===== src/rtl/butterworth_sched_if.sv =====
// Channel sample, filtered result and coefficient-configuration bundle of the
// Butterworth scheduler.
interface butterworth_sched_if #(
  parameter int CHANNELS = 4
);
  localparam int CW = (CHANNELS > 1) ? $clog2(CHANNELS) : 1;

  logic [CHANNELS-1:0]    in_valid;
  logic [32*CHANNELS-1:0] in_data;
  logic [CHANNELS-1:0]    in_ready;
  logic                   out_valid;
  logic                   out_ready;
  logic [CW-1:0]          out_ch;
  logic [31:0]            out_data;
  logic                   cfg_we;
  logic [1:0]             cfg_addr;
  logic [31:0]            cfg_wdata;
  logic                   cfg_ready;
  logic                   busy;

  modport slave (
    input  in_valid, in_data, out_ready, cfg_we, cfg_addr, cfg_wdata,
    output in_ready, out_valid, out_ch, out_data, cfg_ready, busy
  );

  modport master (
    output in_valid, in_data, out_ready, cfg_we, cfg_addr, cfg_wdata,
    input  in_ready, out_valid, out_ch, out_data, cfg_ready, busy
  );
endinterface


===== src/rtl/butterworth_sched.sv =====
// First-order Butterworth IIR for several channels: round-robin sample grant,
// then c0*x + c1*x[n-1] + c2*y[n-1] sequenced over one shared multiplier.
module butterworth_sched #(
  parameter int          CHANNELS     = 4,
  parameter int          DECIMAL_BITS = 10,
  parameter logic [31:0] C0_INIT      = 32'h0000_0200,
  parameter logic [31:0] C1_INIT      = 32'h0000_0200,
  parameter logic [31:0] C2_INIT      = 32'h0000_0000
) (
  input logic                CLK,
  input logic                RST_N,
  butterworth_sched_if.slave bus
);
  localparam int CW = (CHANNELS > 1) ? $clog2(CHANNELS) : 1;

  typedef enum logic [2:0] {
    IDLE = 3'd0, MAC0 = 3'd1, MAC1 = 3'd2, MAC2 = 3'd3, WB = 3'd4, OUT = 3'd5
  } state_t;

  state_t              state_r, state_nxt_s;
  logic [CW-1:0]       rr_ptr_r, ch_r, gnt_idx_s, idx_s;
  logic                gnt_found_s, grant_en_r, hs_s;
  logic [CHANNELS-1:0] gnt_onehot_s;
  logic [31:0]         x_r, c0_r, c1_r, c2_r, mul_a_s, mul_b_s, in_sel_s, y_s;
  logic [31:0]         x_past_r [CHANNELS];
  logic [31:0]         y_past_r [CHANNELS];
  logic [63:0]         acc_r, prod_s;
  logic                out_valid_r;
  logic [31:0]         out_data_r;
  logic [CW-1:0]       out_ch_r;

  // Round-robin search starting at rr_ptr; grant_en_r keeps in_ready low while in reset
  always_comb begin
    gnt_found_s  = 1'b0;
    gnt_idx_s    = '0;
    idx_s        = '0;
    gnt_onehot_s = '0;
    for (int k = 0; k < CHANNELS; k++) begin
      idx_s = CW'((int'(rr_ptr_r) + k) % CHANNELS);
      if (!gnt_found_s && bus.in_valid[idx_s]) begin
        gnt_found_s = 1'b1;
        gnt_idx_s   = idx_s;
      end else begin
        gnt_found_s = gnt_found_s;
      end
    end
    if (grant_en_r && (state_r == IDLE) && gnt_found_s) begin
      gnt_onehot_s[gnt_idx_s] = 1'b1;
    end else begin
      gnt_onehot_s = '0;
    end
  end

  assign hs_s = |gnt_onehot_s;

  // Sample word of the granted channel
  always_comb begin
    in_sel_s = 32'd0;
    for (int i = 0; i < CHANNELS; i++) begin
      if (gnt_idx_s == CW'(i)) begin
        in_sel_s = bus.in_data[32*i +: 32];
      end else begin
        in_sel_s = in_sel_s;
      end
    end
  end

  // Operand steering for the single shared multiplier
  always_comb begin
    mul_a_s = c0_r;
    mul_b_s = x_r;
    case (state_r)
      MAC1:    begin mul_a_s = c1_r; mul_b_s = x_past_r[ch_r]; end
      MAC2:    begin mul_a_s = c2_r; mul_b_s = y_past_r[ch_r]; end
      default: begin mul_a_s = c0_r; mul_b_s = x_r;            end
    endcase
  end

  // Low 64 bits of the sign-extended product equal the full signed 32x32 product
  assign prod_s = {{32{mul_a_s[31]}}, mul_a_s} * {{32{mul_b_s[31]}}, mul_b_s};
  assign y_s    = acc_r[DECIMAL_BITS +: 32];

  // Next-state sequencing
  always_comb begin
    state_nxt_s = state_r;
    case (state_r)
      IDLE:    if (hs_s) state_nxt_s = MAC0; else state_nxt_s = IDLE;
      MAC0:    state_nxt_s = MAC1;
      MAC1:    state_nxt_s = MAC2;
      MAC2:    state_nxt_s = WB;
      WB:      state_nxt_s = OUT;
      OUT:     if (bus.out_ready) state_nxt_s = IDLE; else state_nxt_s = OUT;
      default: state_nxt_s = IDLE;
    endcase
  end

  // State register
  always_ff @(posedge CLK or negedge RST_N) begin
    if (!RST_N) begin
      state_r <= IDLE;
    end else begin
      state_r <= state_nxt_s;
    end
  end

  // Datapath, history, coefficients and registered result
  always_ff @(posedge CLK or negedge RST_N) begin
    if (!RST_N) begin
      grant_en_r  <= 1'b0;
      rr_ptr_r    <= '0;
      ch_r        <= '0;
      x_r         <= 32'd0;
      acc_r       <= 64'd0;
      c0_r        <= C0_INIT;
      c1_r        <= C1_INIT;
      c2_r        <= C2_INIT;
      out_valid_r <= 1'b0;
      out_data_r  <= 32'd0;
      out_ch_r    <= '0;
      for (int i = 0; i < CHANNELS; i++) begin
        x_past_r[i] <= 32'd0;
        y_past_r[i] <= 32'd0;
      end
    end else begin
      grant_en_r <= 1'b1;
      case (state_r)
        IDLE: begin
          if (bus.cfg_we) begin
            case (bus.cfg_addr)
              2'd0:    c0_r <= bus.cfg_wdata;
              2'd1:    c1_r <= bus.cfg_wdata;
              2'd2:    c2_r <= bus.cfg_wdata;
              default: begin
                for (int i = 0; i < CHANNELS; i++) begin
                  x_past_r[i] <= 32'd0;
                  y_past_r[i] <= 32'd0;
                end
              end
            endcase
          end
          if (hs_s) begin
            x_r      <= in_sel_s;
            ch_r     <= gnt_idx_s;
            rr_ptr_r <= (gnt_idx_s == CW'(CHANNELS - 1)) ? '0 : gnt_idx_s + CW'(1);
          end
        end
        MAC0: acc_r <= prod_s;
        MAC1: acc_r <= acc_r + prod_s;
        MAC2: acc_r <= acc_r + prod_s;
        WB: begin
          x_past_r[ch_r] <= x_r;
          y_past_r[ch_r] <= y_s;
          out_data_r     <= y_s;
          out_ch_r       <= ch_r;
          out_valid_r    <= 1'b1;
        end
        OUT: begin
          if (bus.out_ready) begin
            out_valid_r <= 1'b0;
          end
        end
        default: out_valid_r <= 1'b0;
      endcase
    end
  end

  assign bus.in_ready  = gnt_onehot_s;
  assign bus.out_valid = out_valid_r;
  assign bus.out_data  = out_data_r;
  assign bus.out_ch    = out_ch_r;
  assign bus.cfg_ready = (state_r == IDLE);
  assign bus.busy      = (state_r != IDLE);
endmodule


===== src/flat_wrapper.sv =====
// flat-port wrapper written by rule: the top's interface ports become plain ports
module butterworth_sched_flat 
#(
  parameter int          CHANNELS     = 4,
  parameter int          DECIMAL_BITS = 10,
  parameter logic [31:0] C0_INIT      = 32'h0000_0200,
  parameter logic [31:0] C1_INIT      = 32'h0000_0200,
  parameter logic [31:0] C2_INIT      = 32'h0000_0000
)
  (CLK, RST_N, bus_in_valid, bus_in_data, bus_out_ready, bus_cfg_we, bus_cfg_addr, bus_cfg_wdata, bus_in_ready, bus_out_valid, bus_out_ch, bus_out_data, bus_cfg_ready, bus_busy);
  butterworth_sched_if #(.CHANNELS(CHANNELS)) bus_i ();
  input logic CLK;
  input logic RST_N;
  input wire logic [$bits(bus_i.in_valid)-1:0] bus_in_valid;
  input wire logic [$bits(bus_i.in_data)-1:0] bus_in_data;
  input wire logic [$bits(bus_i.out_ready)-1:0] bus_out_ready;
  input wire logic [$bits(bus_i.cfg_we)-1:0] bus_cfg_we;
  input wire logic [$bits(bus_i.cfg_addr)-1:0] bus_cfg_addr;
  input wire logic [$bits(bus_i.cfg_wdata)-1:0] bus_cfg_wdata;
  output wire logic [$bits(bus_i.in_ready)-1:0] bus_in_ready;
  output wire logic [$bits(bus_i.out_valid)-1:0] bus_out_valid;
  output wire logic [$bits(bus_i.out_ch)-1:0] bus_out_ch;
  output wire logic [$bits(bus_i.out_data)-1:0] bus_out_data;
  output wire logic [$bits(bus_i.cfg_ready)-1:0] bus_cfg_ready;
  output wire logic [$bits(bus_i.busy)-1:0] bus_busy;
  assign bus_i.in_valid = bus_in_valid;
  assign bus_i.in_data = bus_in_data;
  assign bus_i.out_ready = bus_out_ready;
  assign bus_i.cfg_we = bus_cfg_we;
  assign bus_i.cfg_addr = bus_cfg_addr;
  assign bus_i.cfg_wdata = bus_cfg_wdata;
  assign bus_in_ready = bus_i.in_ready;
  assign bus_out_valid = bus_i.out_valid;
  assign bus_out_ch = bus_i.out_ch;
  assign bus_out_data = bus_i.out_data;
  assign bus_cfg_ready = bus_i.cfg_ready;
  assign bus_busy = bus_i.busy;
  butterworth_sched #(.CHANNELS(CHANNELS), .DECIMAL_BITS(DECIMAL_BITS), .C0_INIT(C0_INIT), .C1_INIT(C1_INIT), .C2_INIT(C2_INIT)) u_core (.CLK(CLK), .RST_N(RST_N), .bus(bus_i));
endmodule

===== config.mk =====
export PLATFORM = sky130hd
export DESIGN_NAME = butterworth_sched_flat
export DESIGN_NICKNAME = d
export VERILOG_FILES = /design/src/rtl/butterworth_sched_if.sv /design/src/rtl/butterworth_sched.sv /design/src/flat_wrapper.sv
export SDC_FILE = /design/constraint.sdc
export NUM_CORES = 2
export LEC_CHECK = 0
export ABC_AREA = 0
export CAP_MARGIN = 30
export CELL_PAD_IN_SITES_DETAIL_PLACEMENT = 0
export CELL_PAD_IN_SITES_GLOBAL_PLACEMENT = 1
export CORE_UTILIZATION = 49
export DETAILED_ROUTE_END_ITERATION = 16
export GPL_ROUTABILITY_DRIVEN = 0
export MAX_ROUTING_LAYER = met4
export PLACE_DENSITY = 0.82
export SYNTH_ARGS = -nofsm -noshare
export SYNTH_HDL_FRONTEND = slang
export SYNTH_SLANG_ARGS = --single-unit

===== constraint.sdc =====
create_clock -name CLK -period 12.9 [get_ports CLK]
set_input_delay 2.58 -clock CLK [delete_from_list [all_inputs] [get_ports CLK]]
set_output_delay 2.58 -clock CLK [all_outputs]
set_load 0.03 [all_outputs]

# After elaboration in Yosys (flattened, before gate mapping)
# Cells that the tools add are included.
word_totals:
  regBits: 491
  latch_bits: 0
  ram_bits: 0
  mem_bits_ro: 0
  inputBits: 170
  out_inout_bits: 41
  elab_cells: 121
  memories: 0
op_classes:
  n_addsub: 5
  multipliers: 1
  div_mod_pow: 0
  order_cmp: 8
  n_eq_ne: 13
  shift: 0
  n_mux: 46
  bitwise: 2
  reduce_logical: 26
ops:
  columns: ["cell", "n"]
  rows:
  - ["$pmux 128 s2", 2]
  - ["$mux 32", 9]
  - ["$bwmux 128", 2]
  - ["$mux 128", 2]
  - ["$bmux 32 s2", 2]
  - ["$pmux 32 s2", 2]
  - ["$pmux 64 s2", 1]
  - ["$add 64x64->64", 1]
  - ["$demux 32 s2", 1]
  - ["$mul 32x32->64", 1]
  - ["$pmux 3 s6", 1]
  - ["$lt 2x3->1 const B", 5]
  - ["$reduce_and 3->1", 4]
  - ["$mux 1", 11]
  - ["$mux 2", 5]
  - ["$bmux 1 s2", 4]
  - ["$reduce_or 4->1", 2]
  - ["$logic_and 1x1->1", 7]
  - ["$eq 2x2->1 const B", 3]
  - ["$eq 3x2->1 const B", 2]
  - ["$eq 3x3->1 const B", 2]
  - ["$ne 2x2->1 const B", 3]
  - ["$add 2x1->2 const B", 2]
  - ["$add 2x2->2 const B", 2]
  - ["other kinds (19)", 25]

# Logic depth before layout (Yosys ltp)
depth:
  depth_word: 20
  depth_mapped: 50

# Least setup slack after synthesis
# Ideal clock, no wire load.
synth_path:
  kind: "reg-to-reg"
  startpoint: "register u_core.ch_r[1]"
  endpoint: "register u_core.acc_r[39]"
  t_arrival_ns: 11.233
  slack_ns: 1.532
  path_stages_with_launch: 48
  n_path_buf: 7
  synth_period_minus_slack_ns: 11.368
  path_cell_list: "dfrtp_1 > buf_4 > buf_4 > buf_4 > clkbuf_1 > buf_1 > mux4_2 > mux2i_1 > nor2_1 > a21oi_1 > clkbuf_1 > nor2_1 > fa_1 > fa_1 > fa_1 > inv_1 > fa_1 > inv_1 > [... 12 more ...] > a211oi_1 > a21boi_0 > o21a_1 > nor2_1 > o21ai_0 > or2_2 > a21oi_1 > xnor2_1 > ha_1 > a21o_1 > nand2_1 > nand2_1 > or2_2 > a21o_1 > a221o_1 > a21boi_0 > xor2_1 > o21ai_0"
synth_via:
  elab_chain_cells: 8
  word_cells_on_any_way: 11
synth_rtl:
  columns: ["item", "line_no", "source"]
  rows:
  - ["start, declared", "butterworth_sched.sv:21", "logic [CW-1:0] rr_ptr_r, ch_r, gnt_idx_s, idx_s;"]
  - ["start signal, assigned", "butterworth_sched.sv:143", "ch_r <= gnt_idx_s;"]
  - ["$not 2->3 (implied by the code) (*)", "butterworth_sched.sv:73, butterworth_sched.sv:74", null]
  - ["$bmux 32 s2, on equally long branches", "butterworth_sched.sv:74, butterworth_sched.sv:73", null]
  - ["$mux 32, on equally long branches (2 in a row)", "butterworth_sched.sv:74, butterworth_sched.sv:73", null]
  - ["$pmux 32 s2 (*)", "butterworth_sched.sv:72", "case (state_r)"]
  - ["$mul 32x32->64 (*)", "butterworth_sched.sv:80", "assign prod_s = {{32{mul_a_s[31]}}, mul_a_s} * {{32{mul_b_s[31]}}, mul_b_s};"]
  - ["$add 64x64->64", "butterworth_sched.sv:148, butterworth_sched.sv:149", null]
  - ["$pmux 64 s2 (*)", "butterworth_sched.sv:126", "case (state_r)"]
  - ["end signal, assigned", "butterworth_sched.sv:147", "MAC0: acc_r <= prod_s;"]
  - ["end signal, assigned", "butterworth_sched.sv:148", "MAC1: acc_r <= acc_r + prod_s;"]
  - ["end signal, assigned", "butterworth_sched.sv:149", "MAC2: acc_r <= acc_r + prod_s;"]
  - ["end, declared", "butterworth_sched.sv:27", "logic [63:0] acc_r, prod_s;"]
# Mark *: on every way between the ends. The rest lies on a longest branch, timed or not. The select of a mux whose other input is x is not followed.
# A chain may end at the register's enable or synchronous reset.

# Worst setup path in the final report
layout_path:
  startpoint: "register u_core.state_r[1]"
  endpoint: "register u_core.acc_r[39]"
layout_via:
  elab_chain_cells: 5
  word_cells_on_any_way: 10
layout_rtl:
  columns: ["item", "line_no", "source"]
  rows:
  - ["start, declared", "butterworth_sched.sv:20", "state_t state_r, state_nxt_s;"]
  - ["start signal, assigned", "butterworth_sched.sv:102", "state_r <= state_nxt_s;"]
  - ["$eq 3x2->1", "butterworth_sched.sv:72, butterworth_sched.sv:126", null]
  - ["$pmux 32 s2", "butterworth_sched.sv:72", null]
  - ["$mul 32x32->64", "butterworth_sched.sv:80", null]
  - ["$add 64x64->64", "butterworth_sched.sv:148, butterworth_sched.sv:149", null]
  - ["$pmux 64 s2", "butterworth_sched.sv:126", null]
# Several ways; a longest one is shown, not always the timed one.

==> out/results.ini <==
[clock_tree]
cts-root-buf=clkbuf_16
clkLatencyLatePin_ns=0.68
clock_path_buffers=3
cts_tree=done
h-tree-depth=2
ctsHoldBuffers=0
cts_resized=0
cts_sinks=469
post_cts_buffers=0
clkTransAtPathRegs_ns=0.06
cts_made_buffers=52

[place]
portBuffers=210
hpwl_microns=111000
place_area_sq_um=52100
dp_slack_ns=1.11

[die]
io_pins=211
core-area_sq_um=97300
die_w_microns=316
die_area_sq_um=100000
die_h_microns=316
start_util_pct=49.8
row_count=114

[grt]
overflow=0
grt.met3_usage_pct=4.89
top_usage_layer=met2
grt_usage_pct=30.5
grtUsageMet1_pct=42.3
grt_max_degree=134
antenna_found_initial=1
first_global_vias=38500
grt_use_met2_pct=46.8
grt_pass1_wl_microns=226000

[setup_path]
cp_num_buf_inv=6
worstPathMaxFanout=51
worstPathRequired_ns=13.40
startpoint_type=flip-flop
cp.arrival_ns=12.44
max_stage_delay_ns=0.82
endpoint_kind=flip-flop
critPathMostFrequentCell=fa_1
crit_type=flip-flop to flip-flop
crit_family=adder cells
worst-r2r-setup-slack_ns=0.96
crit_slowest_cell=dfrtp_1

[min_path]
min_path_type=flip-flop to flip-flop

[route]
wl_per_cell_microns=21.0
drt_wl_total_microns=142000
drc_errors=0
viasPerCell=5.53
vias=37500
dr.pass1.iters=5
drt.antenna.violating_nets=0
drtIter0Drc=3254

[timing]
tightest_slew_ns=1.05
min_period_ns=11.94
min_period_over_period_pct=92.6
rsz0062_at_grt=false
fin_ws_ns=0.961
finalHoldViolations=0
setup_tns_ns=0
slew_violations=0
fmax_mhz=83.8
relSlewSlack_pct=30.2
setup_viol=0
finClkSkew_ns=0.0573

[yosys]
ys_types=76
syn_inst=5371
synth_area_leaders=fa_1 (29%), dfrtp_1 (24%), nand2_1 (8.3%)
synth_nets=6444
yosysMostFrequentCell=nand2_1
ys_warn_count=0
syn_area_sq_um=48400
synth_common_cells=nand2_1 (1,066), inv_1 (748), fa_1 (696)
synth_edf_count=0
synth_flop_cell=dfrtp_1
synth-async-reset-ratio_pct=100
synth_top_area_share_pct=28.8
yosys.area.top_type=fa_1
ys_seq_elements=469
yosysSeqAreaShare_pct=24.3
syn_area_per_cell_sq_um=9.01

[layout]
syn_to_final_growth_pct=11.4
fin_area_sq_um=53900
fin_nets=6539
drive_gt1_share_pct=8.37
fillCellCount=8910

[status]
status=finished, final reports clean

[flow_run]
max-cap-violations=0

==> flip-flops by register name, indices dropped and copies added, names as in the netlist, 2 cells and up <==
signal,flops
u_core.c1_r,32
u_core.y_past_r,128
u_core.bus.out_data,32
u_core.c2_r,32
u_core.acc_r,42
u_core.x_r,32
u_core.c0_r,32
u_core.rr_ptr_r,2
u_core.bus.out_ch,2
u_core.state_r,3
u_core.x_past_r,128
u_core.ch_r,2
==> layout by cell type, fill, tap and decap left out, drive strengths merged, types with 5 or more instances in the layout <==
cell and count:
mux2 101, or2 10, buf 144, o21ai 380, o211ai 5, nand2b 25
ha 207, fa 696, mux4 64, nand4 8, a211oi 9, a22oi 41
nand2 1068, a21boi 6, a21oi 207, xor2 34, nor3 13, xnor2 80
nor2b 12, dfrtp 467, clkdlybuf4s50 209, a21o 51, nor2 587, o22ai 10
o21bai 16, clkinv 8, clkbuf 80, o21a 41, and2 29, mux2i 57
and3 9, nand3 13, inv 751, a31oi 11
==> layout make-up <==
| type | count | area, sq um | area share (%) |
|---|---|---|---|
| Inverter | 748 | 2810 | 5.21 |
| Sequential cell | 469 | 11800 | 21.8 |
| Timing Repair Buffer | 353 | 3310 | 6.13 |
| Antenna cell | 2 | 5.00 | 0.00928 |
| Tap cell | 1276 | 1600 | 2.96 |
| Clock inverter | 17 | 208 | 0.385 |
| Multi-Input combinational cell | 3842 | 32700 | 60.6 |
| Clock buffer | 80 | 1590 | 2.94 |
==> worst min-delay path: stages, from the launching register on <==
cell     delay, ns
dfrtp_1       0.34
nand2_1       0.05
nand2_1       0.05
==> worst paths after layout <==
check                                        from                     end  depth (start not counted)
max                             u_core.state_r[1]        u_core.acc_r[39]                         41
min                        u_core.bus.out_data[7]  u_core.bus.out_data[7]                          2
max reg2reg                     u_core.state_r[1]        u_core.acc_r[39]                         41
min reg2reg                u_core.bus.out_data[7]  u_core.bus.out_data[7]                          2
max in group asynchronous                   RST_N        u_core.acc_r[29]                          2
min in group asynchronous                   RST_N      u_core.y_past_r[1]                          1
==> cell families after synthesis <==
logic type | count (synthesis) | share of synthesized area (%)
multiplexers | 222 | 6.61
adder cells (fa/ha/maj) | 903 | 34.1
XOR/XNOR | 117 | 2.25
flip-flops | 469 | 24.3
AO/OA/AOI/OAI | 812 | 9.73
buffers and inverters | 1060 | 8.48
other | 1 | 0.00775
AND/OR/NAND/NOR | 1787 | 14.5
==> routing by layer <==
layer / wire, microns / share of wire, %
met5: 0 / 0
met4: 4080 / 2.9
met3: 11400 / 8.0
met2: 65400 / 46
met1: 61400 / 43
==> per-stage QoR <==
step / instances / hold WS [ns] / utilization (%)
after floorplan: 5371 / 0.456 / -
after global placement: 6679 / 0.459 / 53.4
after detailed placement: 6686 / 0.465 / 53.5
after CTS: 6783 / 0.481 / 55.4
after global routing: 6786 / 0.495 / 55.4
final: 6787 / 0.473 / 55.4
Power is left out: the tool's default activity adds up to more than one toggle a clock period on the data nets, which glitch-free logic cannot reach.
